===== src/rtl/uart_tx_scheduler.sv =====
// uart_tx_scheduler: round-robin arbiter for four byte requesters feeding one
// UART transmit line. One frame = START, DATA_BITS data bits (LSB first),
// optional even parity bit, STOP_BITS stop bits; each bit is OVERSAMPLE
// sample_tick pulses long.
// Optional feature macro: UART_TX_PARITY_EN (adds an even-parity bit after DATA).
module uart_tx_scheduler #(
  parameter int unsigned DATA_BITS  = 8,
  parameter int unsigned OVERSAMPLE = 16,
  parameter int unsigned STOP_BITS  = 1
) (
  input  logic                   clk,
  input  logic                   reset,
  input  logic                   sample_tick,
  input  logic [3:0]             req,
  input  logic [4*DATA_BITS-1:0] data,
  output logic [3:0]             ack,
  output logic [1:0]             grant_id,
  output logic                   busy,
  output logic                   done,
  output logic                   tx
);

  localparam int unsigned TW = (OVERSAMPLE > 1) ? $clog2(OVERSAMPLE) : 1;
  localparam int unsigned BW = 4;
  localparam logic [TW-1:0] TICK_LAST = TW'(OVERSAMPLE - 1);
  localparam logic [BW-1:0] DATA_LAST = BW'(DATA_BITS - 1);
  localparam logic [BW-1:0] STOP_LAST = BW'(STOP_BITS - 1);

`ifdef UART_TX_PARITY_EN
  typedef enum logic [2:0] {IDLE, START, DATA, PARITY, STOP} state_t;
`else
  typedef enum logic [2:0] {IDLE, START, DATA, STOP} state_t;
`endif

  state_t                 state_q, state_d;
  logic [TW-1:0]          tick_q, tick_d;
  logic [BW-1:0]          bit_q, bit_d;
  logic [DATA_BITS-1:0]   shift_q, shift_d;
  logic [1:0]             rr_q, rr_d;
  logic [3:0]             ack_q, ack_d;
  logic [1:0]             grant_q, grant_d;
  logic                   busy_q, busy_d;
  logic                   done_q, done_d;
  logic                   tx_q, tx_d;
`ifdef UART_TX_PARITY_EN
  logic                   parity_q, parity_d;
`endif

  logic                   bit_end;
  logic                   pick_found;
  logic [1:0]             pick_id;
  logic [1:0]             cand;
  logic [DATA_BITS-1:0]   lane [4];

  // Split the packed data bus into per-requester bytes.
  for (genvar i = 0; i < 4; i++) begin : g_lane
    assign lane[i] = data[i*DATA_BITS +: DATA_BITS];
  end

  // Round-robin pick: first pending requester at or after rr_ptr, wrapping.
  always_comb begin
    pick_found = 1'b0;
    pick_id    = 2'd0;
    cand       = 2'd0;
    for (int k = 0; k < 4; k++) begin
      cand = rr_q + 2'(k);
      if (!pick_found && req[cand]) begin
        pick_found = 1'b1;
        pick_id    = cand;
      end
    end
  end

  // Next-state, bit timing and registered-output computation.
  always_comb begin
    state_d  = state_q;
    tick_d   = tick_q;
    bit_d    = bit_q;
    shift_d  = shift_q;
    rr_d     = rr_q;
    ack_d    = 4'b0000;
    grant_d  = grant_q;
    done_d   = 1'b0;
`ifdef UART_TX_PARITY_EN
    parity_d = parity_q;
`endif
    bit_end  = sample_tick && (tick_q == TICK_LAST);

    // Ticks only count once a bit is in progress; each bit end restarts the count.
    if (state_q != IDLE && sample_tick) begin
      tick_d = bit_end ? '0 : tick_q + TW'(1);
    end

    case (state_q)
      IDLE: begin
        if (pick_found) begin
          state_d  = START;
          shift_d  = lane[pick_id];
          ack_d    = 4'b0001 << pick_id;
          grant_d  = pick_id;
          rr_d     = pick_id + 2'd1;
          tick_d   = '0;
          bit_d    = '0;
`ifdef UART_TX_PARITY_EN
          parity_d = ^lane[pick_id];
`endif
        end
      end
      START: begin
        if (bit_end) begin
          state_d = DATA;
          bit_d   = '0;
        end
      end
      DATA: begin
        if (bit_end) begin
          shift_d = shift_q >> 1;
          if (bit_q == DATA_LAST) begin
            bit_d   = '0;
`ifdef UART_TX_PARITY_EN
            state_d = PARITY;
`else
            state_d = STOP;
`endif
          end else begin
            bit_d = bit_q + BW'(1);
          end
        end
      end
`ifdef UART_TX_PARITY_EN
      PARITY: begin
        if (bit_end) begin
          state_d = STOP;
          bit_d   = '0;
        end
      end
`endif
      STOP: begin
        if (bit_end) begin
          if (bit_q == STOP_LAST) begin
            state_d = IDLE;
            done_d  = 1'b1;
            bit_d   = '0;
          end else begin
            bit_d = bit_q + BW'(1);
          end
        end
      end
      default: state_d = IDLE;
    endcase

    busy_d = (state_d != IDLE);
    case (state_d)
      START:   tx_d = 1'b0;
      DATA:    tx_d = shift_d[0];
`ifdef UART_TX_PARITY_EN
      PARITY:  tx_d = parity_d;
`endif
      default: tx_d = 1'b1;
    endcase
  end

  // State and output registers; reset aborts any frame and idles the line.
  always_ff @(posedge clk or posedge reset) begin
    if (reset) begin
      state_q  <= IDLE;
      tick_q   <= '0;
      bit_q    <= '0;
      shift_q  <= '0;
      rr_q     <= 2'd0;
      ack_q    <= 4'b0000;
      grant_q  <= 2'd0;
      busy_q   <= 1'b0;
      done_q   <= 1'b0;
      tx_q     <= 1'b1;
`ifdef UART_TX_PARITY_EN
      parity_q <= 1'b0;
`endif
    end else begin
      state_q  <= state_d;
      tick_q   <= tick_d;
      bit_q    <= bit_d;
      shift_q  <= shift_d;
      rr_q     <= rr_d;
      ack_q    <= ack_d;
      grant_q  <= grant_d;
      busy_q   <= busy_d;
      done_q   <= done_d;
      tx_q     <= tx_d;
`ifdef UART_TX_PARITY_EN
      parity_q <= parity_d;
`endif
    end
  end

  assign ack      = ack_q;
  assign grant_id = grant_q;
  assign busy     = busy_q;
  assign done     = done_q;
  assign tx       = tx_q;

endmodule

===== config.mk =====
export PLATFORM = sky130hd
export DESIGN_NAME = uart_tx_scheduler
export DESIGN_NICKNAME = d
export VERILOG_FILES = /design/src/rtl/uart_tx_scheduler.sv
export SDC_FILE = /design/constraint.sdc
export NUM_CORES = 1
export LEC_CHECK = 0
export ABC_CLOCK_PERIOD_IN_PS = 3600
export BUFFER_PORTS_ARGS = -buffer_cell sky130_fd_sc_hd__buf_2
export CAP_MARGIN = 20
export CORE_MARGIN = 2
export CORE_UTILIZATION = 45
export DETAILED_ROUTE_END_ITERATION = 10
export PLACE_DENSITY_LB_ADDON = 0.15
export SLEW_MARGIN = 5
export SYNTH_ARGS = -nofsm -noshare
export SYNTH_HDL_FRONTEND = slang
export SYNTH_SLANG_ARGS = --single-unit

===== constraint.sdc =====
create_clock -name clk -period 3.6 [get_ports clk]
set_input_delay 0.54 -clock clk [delete_from_list [all_inputs] [get_ports clk]]
set_output_delay 0.54 -clock clk [all_outputs]
set_load 0.01 [all_outputs]

Yosys cells after proc, flatten, opt, wreduce, memory -nomap -nowiden. Cells that the tools add are included.

Register bits after elaboration: 30. Input port bits: 39. Output and inout bits: 9. Word-level logic and storage cells: 98.

Add/sub/neg operators: 6. Magnitude comparators: 5. Equality and inequality tests: 11. Shifts and indexed selects: 1. Muxes and demuxes: 46. Bitwise operators: 1. Reduce and logical (&&, ||, !) cells: 17.

Operators with widths (number): 4-bit 2-to-1 mux (12); 8-bit 2-to-1 mux (4); 3-bit 2-to-1 mux (6); 8-bit binary-select mux with 2-bit select (1); 4-bit one-hot mux with 4 select lines (1); 8-bit one-hot mux with 2 select lines (1); 2-bit by 3-bit less-than comparator with 1-bit output, second input constant (4); 3-bit one-hot mux with 4 select lines (1); 1-bit 2-to-1 mux (11); 3-bit by 2-bit == test with 1-bit output, second input constant (3); 4-bit by 1-bit adder with 4-bit output, second input constant (2); 1-bit binary-select mux with 2-bit select (4); 2-bit 2-to-1 mux (4); 2-bit != test, second input constant (4); 3-bit by 1-bit == test with 1-bit output, second input constant (2); 3-bit nonzero test (2); 1-bit logical AND (5); 5-bit AND reduction (1); 2-bit by 1-bit adder with 2-bit output, second input constant (2); 2-bit adder, second input constant (2); 4-bit by 3-bit == test with 1-bit output, second input constant (1); 4-bit == test, second input constant (1); 4-bit zero test (1); 4-bit nonzero test (1); other kinds (9) (11).

Depth between registers and ports, before layout.
Depth after elaboration: 19. Gate-level depth with buffers: 8.

Least setup slack after synthesis. No wires, ideal clock.

Path kind: input to register. From: input req[2]. To: register shift_q[0]. Setup time: 0.065 ns. Arrival: 1.996 ns. Slack: 1.539 ns. Stages: 8. Buffers on the path: 1. Cell sequence: nor2b_2 -> or4_4 -> nand2_4 -> inv_6 -> buf_12 -> o211a_1 -> a211oi_2 -> o22a_1.

Word-level cells in the longest chain between the ends: 18. Elaborated cells on any way between the ends: 28. Those cells by class: 21 x mux; 1 x bitwise; 6 x reduce/logical.

RTL lines: from (decl) (RTL line 14) `input logic [3:0] req,`; 1-bit binary-select mux with 2-bit select (RTL line 67) `if (!pick_found && req[cand]) begin`; 1-bit 2-to-1 mux (implied by the code) (RTL line 67); 1-bit 2-to-1 mux (RTL line 67); 1-bit zero test (RTL line 67); 1-bit logical AND (RTL line 67); 1-bit 2-to-1 mux (RTL line 67); 1-bit zero test (RTL line 67); 1-bit logical AND (RTL line 67); [3 not listed]; 2-bit 2-to-1 mux (*) (RTL line 67); net pick_id[0] (RTL line 51) `logic [1:0] pick_id;`; 2-bit inverter with 3-bit output (implied by the code) (*) (RTL line 98) `shift_d = lane[pick_id];`; 8-bit binary-select mux with 2-bit select (*) (RTL line 98); 8-bit 2-to-1 mux (implied by the code) (*) (2 in a row) (RTL line 98); 8-bit 2-to-1 mux (*) (RTL line 96) `if (pick_found) begin`; 8-bit one-hot mux with 2 select lines (*) (RTL line 94) `case (state_q)`; net shift_d[0] (RTL line 38) `logic [DATA_BITS-1:0] shift_q, shift_d;`; to (signal assigned) (RTL line 183) `shift_q <= shift_d;`; to (decl) (RTL line 38).

Mark *: on every way through the listed nets, which the timed path passes. The rest lies on a longest branch. The select of a mux whose other input is x is not followed. A chain may end at the register's enable or synchronous reset.

Final worst setup path.
From: register state_q[1]. To: register shift_q[3].

Word-level cells in the longest chain between the ends: 3. Elaborated cells on any way between the ends: 7. Those cells by class: 3 x eq/ne; 1 x mux; 3 x reduce/logical.

RTL lines: from (decl) (RTL line 35) `state_t state_q, state_d;`; from (signal assigned) (RTL line 180) `state_q <= state_d;`; 3-bit by 2-bit == test with 1-bit output or 3-bit zero test (tied branches) (RTL line 94); 2-bit != test (no line) or 2-bit nonzero test (tied branches); 3-bit AND reduction (no line).

Several ways; a longest one is shown, not always the timed one.

==> results by group <==
Floorplan
  – I/O pins: 48
  – Die X: between 60 and 70 um
  – Core Area: about 3700 um2
  – Die Y: approximately 67 um
  – Initial Utilization: 0.479
  – Die ar.: ~4500 um2
  – Num rows: 22

Run
  – # Max-Cap Violations: 0

Yosys
  – Top post-synthesis cells by count: dfrtp_1, nand2_1, mux2i_1
  – Syn Inst Count: approximately 190
  – Synth top area share: 0.405
  – EDFF count, synth: 0
  – Yosys cell types: 45
  – FF+latch count, synth: 30
  – Yosys warns: 0
  – Top area cells in the synthesized netlist: dfrtp_1, mux2i_1, ha_1, nand2_1, o21ai_0
  – Most used DFF post-synth: dfrtp_1
  – Most frequent cell after synthesis: dfrtp_1
  – Post-synthesis async set-or-reset flop share: 1.00
  – Mapped cell area: approximately 1800 um2
  – Seq/Total Area, Yosys: 0.420
  – Synthesized Nets: 231
  – Yosys top cell by area: dfrtp_1
  – Mean Syn Cell Area: 9.68 um2

CTS
  – Setup Buffers After CTS: 0
  – Clock Sinks: 30
  – Clk buf depth: 2
  – Cts repair resizes: 0
  – CTS tree: done
  – H-tree Lvls: 2
  – Hold_buf cts: 0
  – CTS root buffer: clkbuf_8
  – Worst-Skew Late Latency: around 280 ps
  – Cts bufs inserted: 5
  – Clk slew on worst S/H paths: roughly 70 ps

Place
  – Area of placed instances: roughly 2100 um2
  – Placement Setup Slack: roughly 1200 ps
  – HPWL after DPL: approximately 2.7 mm
  – RePlAce Congestion: just under 0.8
  – Placed insts: between 200 and 300
  – IO buf count: between 40 and 50

STA
  – Setup violators final: 0
  – RSZ-0062 raised after global routing: false
  – Max-slew violation count: 0
  – Setup_tns: 0 ps
  – Worst-case clock skew: 10.6 ps
  – Final hold violations: 0
  – Worst Slack Setup Final: between 1000 and 1500 ps
  – Least-Margin Pin Slew: 952 ps
  – Rel. slew slack: 0.363
  – Final Cycle Share: 0.674
  – Fin crit period: roughly 2400 ps
  – FMAX: approximately 410 MHz

Setup path
  – Cells on worst reg2reg path: 5
  – Reg2reg end: shift_q[3]
  – Setup slack, reg-to-reg: about 1200 ps
  – Crit end category: flop
  – Critical R2R Launch: state_q[1]
  – Crit path cell chain: or3_1 -> nor2_1 -> nor2_1 -> a22oi_1 -> o221ai_1
  – CP Data Required Time: ~3800 ps
  – Critical Path Source Type: flop
  – Delay-heaviest family, CP: simple AND/OR/NAND/NOR gates
  – Worst path buffer plus inverter count: 0
  – Slowest CP cell: nor2_1
  – Crit-path max FO: 16
  – Most used cell, CP: nor2_1
  – Crit Path Class: reg2reg
  – Worst path max stage delay: between 700 and 800 ps
  – Worst Path Arrival: 2570 ps

Power and ir drop
  – Leakage: 1.10 nW
  – Register share of total power: 0.410
  – VDD IR max: 0.309 mV
  – Gate power share: 0.353
  – Switching share of power: 0.342
  – P_int: 0.776 mW
  – PwrDens: 547 nW/um2
  – Clk pwr share: 0.237
  – NetSw: around 0.40 mW

Global routing
  – GRT Total Usage: 0.196
  – Overflow after GRT: 0
  – Number of antenna violations at the first check in global routing: 0
  – Vias in the first global route: between 1000 and 1500
  – Largest net degree at the start of global routing: 31
  – Global-route wire length before repair: 6.50 mm

Route
  – Number of routed nets with antenna violations: 0
  – Vias: ~1500
  – WL per Instance: between 10 and 15 um
  – Detailed Route WL: around 3.7 mm
  – Via/cell ratio: roughly 5.3
  – 1st-pass router iterations: 4
  – Iter 0 DRT Violations: about 140
  – DR DRC count: 0

Outcome
  – Status: complete, no violations

Finish
  – Finished Cell Area: roughly 2200 um2
  – Diode count: 0
  – Area delta synth->final: 20.2%
  – Final Non-Filler Cells: ~290
  – Share of post-route cells with drive strength above 1: 0.304
  – Nets: around 280

Hold path
  – Hold Crit Class: in2async
==> registers in the layout (all words and copies together) (netlist names) <==
register / cells
shift_q: 8
ack: 4
bit_q: 4
tick_q: 4
state_q: 3
grant_id: 2
rr_q: 2
busy: 1
done: 1
tx: 1
==> per-layer routing <==
metal	up-vias	routed length [um]	global-route usage
met5	-	0	0
met4	0	63	0.0842
met3	6	154	0.0405
met2	36	1710	0.297
met1	692	1800	0.269
li1	776	-	-
==> worst min-delay path: stages <==
cell,delay (ps)
buf_2,90
inv_1,40
buf_4,340
==> area by class of cell <==
| type | count | area, um2 |
|---|---|---|
| fillers | 362 | 1590 |
| inverters | 10 | 42.5 |
| multi-input cells | 141 | 966 |
| flip-flops and latches | 30 | 752 |
| well taps | 48 | 60.1 |
| repair buffers | 48 | 243 |
| clock buffers | 8 | 90.1 |
==> power by group through the flow <==
stage	Combinational [mW]	Sequential (mW)	Clock (mW)
floorplan	0.337	0.480	0
global placement	0.417	0.485	0
detailed placement	0.422	0.485	0
CTS	0.423	0.481	0.286
global route	0.472	0.494	0.300
finish	0.416	0.483	0.280
==> layout by cell type, fill, tap and decap left out, types with 2 or more instances in the layout <==
cell type / instances
a21o_1: 2
buf_2: 47
dfrtp_1: 29
a211oi_1: 4
a21oi_1: 9
and2b_2: 2
nand2_1: 20
nand3_1: 7
a31oi_1: 2
nor2_1: 11
clkbuf_8: 6
o21ai_0: 10
nor3_1: 7
mux2i_1: 16
nor2_2: 2
and2_1: 4
nand2b_1: 3
mux2_2: 3
inv_1: 9
ha_1: 7
clkbuf_1: 2
a22o_1: 2
or3b_2: 2
o221ai_1: 3
a22oi_1: 6
==> cell families (layout without fill, tap and decap cells) <==
group / Yosys count / after routing / share of synthesized area
buffers and inverters: 14 / 66 / 0.0412
muxes: 19 / 19 / 0.108
adders and majority gates: 7 / 7 / 0.0489
DFF: 30 / 30 / 0.420
other: 1 / 1 / 0.00209
and+or+nand+nor: 69 / 69 / 0.205
AOI/OAI and AO/OA: 45 / 45 / 0.175
==> per-stage QoR <==
stage          hold slack, ps  power [mW]   util
2_1_floorplan             463       0.817      -
3_3_place_gp              456       0.902  0.551
3_5_place_dp              469       0.907  0.551
4_1_cts                   332        1.19  0.575
5_1_grt                   370        1.27  0.575
6_report                  320        1.18  0.575
==> worst max path at each step <==
stage	start	endpoint	slack (ps)	depth (start not counted)
2_1_floorplan	req[2]	shift_q[0]	1540	8
3_3_place_gp	req[1]	tx	1240	7
3_5_place_dp	req[0]	tx	1160	6
4_1_cts	state_q[1]	shift_q[3]	1150	5
5_1_grt	state_q[1]	shift_q[3]	870	5
6_report	state_q[1]	shift_q[3]	1170	5
Note: power is estimated with default switching activity, not from simulation.
